<file path="src/rtl/mod_audio_adc.sv">
// mod_audio_adc: I2S / left-justified receiver for the WM8731 ADC path, oversampled in the i_clk domain
// Ports: i_clk/i_rst system clock and async active-high reset;
//        i_aud_bclk/i_aud_adclrck/i_aud_adcdat raw codec serial inputs (asynchronous);
//        i_enable capture enable; o_left/o_right/o_valid/i_ready single-entry stereo output register;
//        o_overrun sticky frame-lost flag, i_clear_overrun clears it.
module mod_audio_adc #(
   parameter int SAMPLE_WIDTH = 16,
   parameter bit I2S_DELAY    = 1
) (
   input  logic                    i_clk,
   input  logic                    i_rst,
   input  logic                    i_aud_bclk,
   input  logic                    i_aud_adclrck,
   input  logic                    i_aud_adcdat,
   input  logic                    i_enable,
   output logic [SAMPLE_WIDTH-1:0] o_left,
   output logic [SAMPLE_WIDTH-1:0] o_right,
   output logic                    o_valid,
   input  logic                    i_ready,
   output logic                    o_overrun,
   input  logic                    i_clear_overrun
);
   localparam int CW = $clog2(SAMPLE_WIDTH + 1);
   typedef enum logic [1:0] {ALIGN, SKIP, SHIFT, HOLD} state_t;
   state_t state, state_n;
   logic [1:0] bclk_s, lr_s, dat_s;
   logic bclk_h, lr_h, bclk_rise, lr_edge, lr_fall;
   logic [SAMPLE_WIDTH-1:0] shreg, left_hold, right_word, fin_word;
   logic [CW-1:0] bit_cnt;
   logic chan, emit_pend, fin, start, shift_en;
   always_ff @(posedge i_clk or posedge i_rst)
      if (i_rst) begin
         bclk_s <= '0;
         lr_s   <= '0;
         dat_s  <= '0;
         bclk_h <= 1'b0;
         lr_h   <= 1'b0;
      end else begin
         bclk_s <= {bclk_s[0], i_aud_bclk};
         lr_s   <= {lr_s[0], i_aud_adclrck};
         dat_s  <= {dat_s[0], i_aud_adcdat};
         bclk_h <= bclk_s[1];
         lr_h   <= lr_s[1];
      end
   assign bclk_rise = bclk_s[1] & ~bclk_h;
   assign lr_edge   = lr_s[1] ^ lr_h;
   assign lr_fall   = lr_edge & ~lr_s[1];
   always_ff @(posedge i_clk or posedge i_rst)
      if (i_rst) state <= ALIGN;
      else       state <= state_n;
   // An LRCK edge always wins over a coincident BCLK rise: the old word is finalized and the
   // rise is then treated as the first bit slot of the new word (delay slot, or MSB when no delay).
   always_comb begin
      state_n  = state;
      fin      = 1'b0;
      start    = 1'b0;
      shift_en = 1'b0;
      fin_word = shreg << (CW'(SAMPLE_WIDTH) - bit_cnt);
      if (!i_enable) state_n = ALIGN;
      else if (state == ALIGN ? lr_fall : lr_edge) begin
         fin      = state inside {SKIP, SHIFT};
         start    = 1'b1;
         state_n  = (I2S_DELAY && !bclk_rise) ? SKIP : SHIFT;
         shift_en = !I2S_DELAY && bclk_rise;
      end else if (bclk_rise) begin
         if (state == SKIP) state_n = SHIFT;
         else if (state == SHIFT) begin
            shift_en = 1'b1;
            if (bit_cnt == CW'(SAMPLE_WIDTH - 1)) begin
               fin      = 1'b1;
               fin_word = {shreg[SAMPLE_WIDTH-2:0], dat_s[1]};
               state_n  = HOLD;
            end
         end
      end
   end
   always_ff @(posedge i_clk or posedge i_rst)
      if (i_rst) begin
         shreg      <= '0;
         bit_cnt    <= '0;
         chan       <= 1'b0;
         left_hold  <= '0;
         right_word <= '0;
         emit_pend  <= 1'b0;
      end else begin
         if (start) begin
            chan    <= lr_s[1];
            shreg   <= shift_en ? SAMPLE_WIDTH'(dat_s[1]) : '0;
            bit_cnt <= shift_en ? CW'(1) : '0;
         end else if (shift_en) begin
            shreg   <= {shreg[SAMPLE_WIDTH-2:0], dat_s[1]};
            bit_cnt <= bit_cnt + 1'b1;
         end
         if (fin && !chan) left_hold <= fin_word;
         if (fin && chan) right_word <= fin_word;
         emit_pend <= fin & chan;
      end
   // A new frame always lands in the output register; if the previous one was still unconsumed it is lost.
   always_ff @(posedge i_clk or posedge i_rst)
      if (i_rst) begin
         o_left    <= '0;
         o_right   <= '0;
         o_valid   <= 1'b0;
         o_overrun <= 1'b0;
      end else begin
         if (emit_pend) begin
            o_left  <= left_hold;
            o_right <= right_word;
            o_valid <= 1'b1;
         end else if (o_valid && i_ready) o_valid <= 1'b0;
         if (emit_pend && o_valid && !i_ready) o_overrun <= 1'b1;
         else if (i_clear_overrun) o_overrun <= 1'b0;
      end
endmodule

</file>
<file path="config.mk">
export PLATFORM = sky130hd
export DESIGN_NAME = mod_audio_adc
export DESIGN_NICKNAME = d
export VERILOG_FILES = /design/src/rtl/mod_audio_adc.sv
export SDC_FILE = /design/constraint.sdc
export NUM_CORES = 1
export LEC_CHECK = 0
export ABC_AREA = 1
export CAP_MARGIN = 20
export CELL_PAD_IN_SITES_DETAIL_PLACEMENT = 0
export CELL_PAD_IN_SITES_GLOBAL_PLACEMENT = 1
export CORE_MARGIN = 2
export CORE_UTILIZATION = 39
export DETAILED_ROUTE_END_ITERATION = 8
export PLACE_DENSITY = 0.84
export SLEW_MARGIN = 20
export SYNTH_ARGS = -nofsm -noshare
export SYNTH_HDL_FRONTEND = slang
export SYNTH_SLANG_ARGS = --single-unit
export TNS_END_PERCENT = 50
</file>
<file path="constraint.sdc">
create_clock -name i_clk -period 3.1 [get_ports i_clk]
set_input_delay 0.62 -clock i_clk [delete_from_list [all_inputs] [get_ports i_clk]]
set_output_delay 0.62 -clock i_clk [all_outputs]
set_load 0.005 [all_outputs]
</file>
# Word level (Yosys, flattened, before mapping)
# Cells that the tools add are included.
# Widths: inputs -> output; s select.
# totals
reg_bits,99
input_bits,8
output_inout_bits,34
word_cells,81
# op_classes
add_sub_neg,2
eq_ne,6
shifts,1
n_mux,37
n_bitwise,6
n_reduce_logical,13
# ops
cell,count
$mux 16,8
$mux 1,20
$shl 16x5->16,1
$mux 2,7
$mux 5,2
$ne 4x1->1 const B,2
$reduce_bool 2->1,4
$add 5x1->5 const B,1
$eq 5x4->1 const B,1
$logic_and 1x1->1,5
$sub 5x5->5 const A,1
$and 1x1->1,3
$ne 3x1->1 const B,1
$reduce_and 3->1,1
$eq 2x1->1 const B,1
$eq 2x2->1 const B,1
$logic_not 1->1,2
$logic_not 2->1,1
$not 1->1,2
$xor 1x1->1,1

# Depth between registers and ports, before layout
# depth
ltp_word,8
ltp_mapped,16
depth_no_buf,14

# Worst setup path after synthesis
# No wires, ideal clock.
# synth_timing
kind,register to register
startpoint,register bit_cnt[0]
endpoint,register left_hold[4]
setup_time_ns,0.116
arrival_time_ns,1.813
required_time_ns,2.984
path_slack_ns,1.171
path_stages_with_launch,13
n_path_buf,3
period_less_slack_ns,1.929
path_cell_list,dfrtp_1 > inv_2 > buf_2 > ha_1 > buf_4 > inv_2 > buf_2 > nand3_1 > nand3_1 > and2_1 > o22ai_2 > nand2_1 > nand2_1
# synth_between
elab_chain_cells,8
word_cells_on_any_way,16
classes_between,add/sub (1); eq/ne (1); shift (1); mux (12); reduce/logical (1)
# synth_rtl
item,line_no,source
"start, declared",29,logic [CW-1:0] bit_cnt;
"start signal, assigned",89,bit_cnt <= shift_en ? CW'(1) : '0;
"start signal, assigned",92,bit_cnt <= bit_cnt + 1'b1;
$sub 5x5->5 / $eq 5x4->1 (equally long branches),"58, 69",
$shl 16x5->16 / $mux 1 (equally long branches),"58, 69",
$mux 16 / $mux 1 (equally long branches),"69, 67",
$mux 16 / $mux 1 (equally long branches),"67, 66",
$mux 16 / $mux 1 (equally long branches),"66, 65",
$mux 16 / $mux 1 (equally long branches),"65, 60",
$mux 16 / $mux 1 (equally long branches),"60, 59",
$mux 16 / $logic_and 1x1->1 (equally long branches),"59, 94",
"end signal, assigned",94,if (fin && !chan) left_hold <= fin_word;
"end, declared",28,"logic [SAMPLE_WIDTH-1:0] shreg, left_hold, right_word, fin_word;"
# Parallel ways exist; a longest one is shown, timed or not.
# A chain may end at the register's enable or synchronous reset.

# Final worst setup path
# layout_timing
startpoint,register bit_cnt[1]
endpoint,register right_word[8]
# layout_between
elab_chain_cells,8
word_cells_on_any_way,16
classes_between,add/sub (1); eq/ne (1); shift (1); mux (12); reduce/logical (1)
# layout_rtl
item,line_no,source
$sub 5x5->5 / $eq 5x4->1 (equally long branches),"58, 69",
$shl 16x5->16 / $mux 1 (equally long branches),"58, 69",
$mux 16 / $mux 1 (equally long branches),"69, 67",
$mux 16 / $mux 1 (equally long branches),"67, 66",
$mux 16 / $mux 1 (equally long branches),"66, 65",
$mux 16 / $mux 1 (equally long branches),"65, 60",
$mux 16 / $mux 1 (equally long branches),"60, 59",
$mux 16 / $logic_and 1x1->1 (equally long branches),"59, 95",
"end signal, assigned",95,if (fin && chan) right_word <= fin_word;
"end, declared",28,
# Parallel ways exist; a longest one is shown, timed or not.

==> results.cfg <==
[power_and_ir_drop]
power.ir.vdd_worst_mv = 0.408
power.density_mw_per_mm2 = 794
power.leakage_nw = 2.85

[floorplan]
initial_utilization = 0.397
die_x_um = 114
ios = 42
floorplan.die.height_um = 114
die_area_mm2 = 0.0130
num_rows = 40
coreArea_mm2 = 0.0119

[cts]
cts_setup_buffers = 0
clkTransAtPathRegs_ns = 0.07
cts-resized-gates = 0
cts_max_level = 3
tritoncts = yes
clock_sink_count = 99
clk_root_buffer_cell = clkbuf_16
clkLatencyLatePin_ns = 0.34
cts_made_buffers = 9
holdBufCountCts = 0
cts_buffer_depth = 2

[timing]
timing.final.setup_violations = 0
fmaxAchievable_mhz = 428
timing.max_slew.rel_slack = 0.514
worst-slew-pin-transition_ns = 0.727
final.period_utilization = 0.754
clock_skew_ns = 0.00793
setup_repair_after_global_routing_missed_its_margin = no
timing.final.max_slew_violations = 0
hold_viol_final = 0
timing.final.crit_period_ns = 2.34
fin_tns_setup_ns = 0

[cells_and_area]
n_fill_cell = 1166
antenna_cells = 0
stdcell_count = 772
share_of_layout_cells_above_drive_strength_1 = 0.0816
design.final.nets = 636
areaGrowthSynthToFinish_pct = 18.4

[grt]
globalRoute.totalOverflow = 0
pin_count_of_the_biggest_net_entering_global_routing = 36
global_route_wire_length_before_repair_mm = 18.2
globalRouteMet1Util = 0.256
antenna_violations_before_repair = 0
via_count_of_the_first_global_routing_pass = 3745
most_used_layer_global_route = met2
groute.usage.overall = 0.175
gr-usage-met3 = 0.0344
grtUsageMet2 = 0.265

[setup_path]
criticalPathCategory = flip-flop to flip-flop
cpPeakStageDelay_ns = 0.36
critPathCaptureType = flip-flop
worstPathMaxFanout = 19
crit_path_start_kind = flip-flop
crit_family = simple AND/OR/NAND/NOR gates
most_prevalent_standard_cell_on_the_critical_path = nand2_1
worst_path_arrival_ns = 2.57
cp.required_ns = 3.33
critical-path-slowest-cell = dfrtp_1
timing.critical_path.cells = ha_1 > nand2_1 > nor2_1 > ha_1 > nand3_1 > nor2_1 > nand2_2 > inv_2 > a21oi_4 > nor2_8 > inv_4 > nand2_1 > nand2_1
timing.critical_path.buf_inv = 2

[routing]
wl_per_cell_um = 13.7
drt-initial-drc-count = 262
ant_nets = 0
avgViaCountPerCell = 4.98
via_count = 3844
drt_pass1_iterations = 5
drc = 0
route.final.wire_length_mm = 10.6

[synthesis]
post_synth_instance_area_mm2 = 0.00473
synthesis.area_per_instance_um2 = 8.13
synth_cell_type_count = 34
netlist_instances = 582
synth.net_count = 598
synth_seq_area_share = 0.523
number_of_storage_elements_in_the_synthesis_netlist = 99
synth_warn = 0

[placed_design]
hpwlAfterDp_mm = 7.71
post-place-cells = 756
globalplace.congestion = 0.895
port-buffer-count = 41

[status]
status = completed

[flow_run]
max_cap_viol_count = 0

[min_path]
timing.hold.worst.class = flip-flop to flip-flop
[final timing paths]
kind / cells after the start / startpoint / slack (ns) / endpoint
max in group asynchronous: 3 / i_rst / 1.75 / o_left[13]
min in group asynchronous: 2 / i_rst / 0.75 / lr_h
worst min register to register: 0 / bclk_s[0] / 0.35 / bclk_s[1]
worst max-delay path: 13 / bit_cnt[1] / 0.76 / right_word[8]
worst max register to register: 13 / bit_cnt[1] / 0.76 / right_word[8]
worst min-delay path: 0 / bclk_s[0] / 0.35 / bclk_s[1]
[synth_stat cells]
cell type,count,share of area
nor2_2,1,0.0013
nor2_8,3,0.013
a21oi_1,2,0.0021
o21ai_2,1,0.0019
o22ai_2,1,0.0026
inv_4,3,0.0040
nand3_2,1,0.0021
clkinv_1,1,0.00079
o32ai_1,1,0.0019
buf_2,7,0.0074
nor3_2,1,0.0021
nor2_4,1,0.0024
o21ai_1,1,0.0011
o21ai_0,8,0.0085
o211ai_1,1,0.0016
nand3_1,73,0.077
inv_2,7,0.0056
o22ai_1,26,0.034
buf_6,4,0.0095
nand2_4,1,0.0024
ha_1,8,0.021
xnor2_1,1,0.0019
buf_1,1,0.00079
clkbuf_1,7,0.0056
nor2_1,5,0.0040
nand2_1,269,0.21
a21oi_4,1,0.0034
buf_4,5,0.0079
xor2_1,1,0.0019
nand2_2,3,0.0040
dfrtp_1,99,0.52
and2_1,1,0.0013
nand4_1,2,0.0026
inv_1,35,0.028
[worst reg2reg max path: cells and delay by family, from the launching register on]
kind | cells | cell delay [ns]
DFF | 1 | 0.36
AOI/OAI and AO/OA | 1 | 0.11
buffers and inverters | 2 | 0.43
adders and majority gates | 2 | 0.39
and+or+nand+nor | 8 | 0.94
[cell type report]
cell class | count | area (um^2) | area share
Sequential cell | 99 | 2480 | 0.442
Timing Repair Buffer | 51 | 510 | 0.0911
Multi-Input combinational cell | 413 | 1930 | 0.344
Clock buffer | 10 | 239 | 0.0426
Clock inverter | 6 | 82.6 | 0.0147
Tap cell | 147 | 184 | 0.0328
Inverter | 46 | 184 | 0.0328
[cell usage in the layout, fill, tap and decap left out, types with 2 or more instances in the layout]
cell             instances
inv_2                    7
inv_6                    2
nor2_1                   5
clkbuf_16                9
buf_12                   2
dfrtp_1                 99
inv_4                    3
clkinvlp_4               2
o21ai_0                  8
clkdlybuf4s50_1         41
nand4_1                  2
nand2_1                269
ha_1                     8
inv_1                   34
buf_4                    8
nor2_8                   3
a21oi_1                  2
nand2_2                  3
o22ai_1                 26
nand3_1                 73
[registers in the layout, summed over array words and instances (netlist names)]
name and flops:
dat_s 2, state 2, emit_pend 1, shreg 16, o_valid 1, o_left 16, bclk_h 1, o_overrun 1
left_hold 16, bclk_s 2, o_right 16, right_word 16, bit_cnt 5, chan 1, lr_s 2, lr_h 1
[logic make-up (layout without fill, tap and decap cells)]
kind of cell | after synthesis | after routing | share of synthesized area
DFF | 99 | 99 | 0.523
adders and majority gates | 8 | 8 | 0.0211
buffers and inverters | 70 | 113 | 0.0692
xor gates and xnor gates | 2 | 2 | 0.00370
and+or+nand+nor | 361 | 361 | 0.325
AOI/OAI and AO/OA | 42 | 42 | 0.0573
[layer usage]
layer,share of wire,vias to the layer above
met4,0.0086,0
met1,0.50,1833
met5,0,-
met2,0.45,74
li1,-,1931
met3,0.038,6
[power breakdown]
part / leakage (nW) / switching (W) / total (W) / internal [W]
clock network: 0.154 / 0.000520 / 0.00119 / 0.000666
logic: 1.35 / 0.000880 / 0.00151 / 0.000631
registers: 1.35 / 0.000167 / 0.00176 / 0.00159
[metrics by stage]
| step | power, W | hold slack [ns] | setup slack (ns) | instance area, um^2 | util |
|---|---|---|---|---|---|
| after CTS | 0.00450 | 0.351 | 0.764 | 5610 | 0.471 |
| after detailed placement | 0.00329 | 0.335 | 0.548 | 5290 | 0.444 |
| final | 0.00445 | 0.349 | 0.762 | 5610 | 0.471 |
| after floorplan | 0.00274 | 0.331 | 1.17 | 4740 | - |
| after global placement | 0.00327 | 0.333 | 0.582 | 5290 | 0.444 |
| after global routing | 0.00477 | 0.354 | 0.514 | 5610 | 0.471 |
Power figures use the tool's default switching activity.
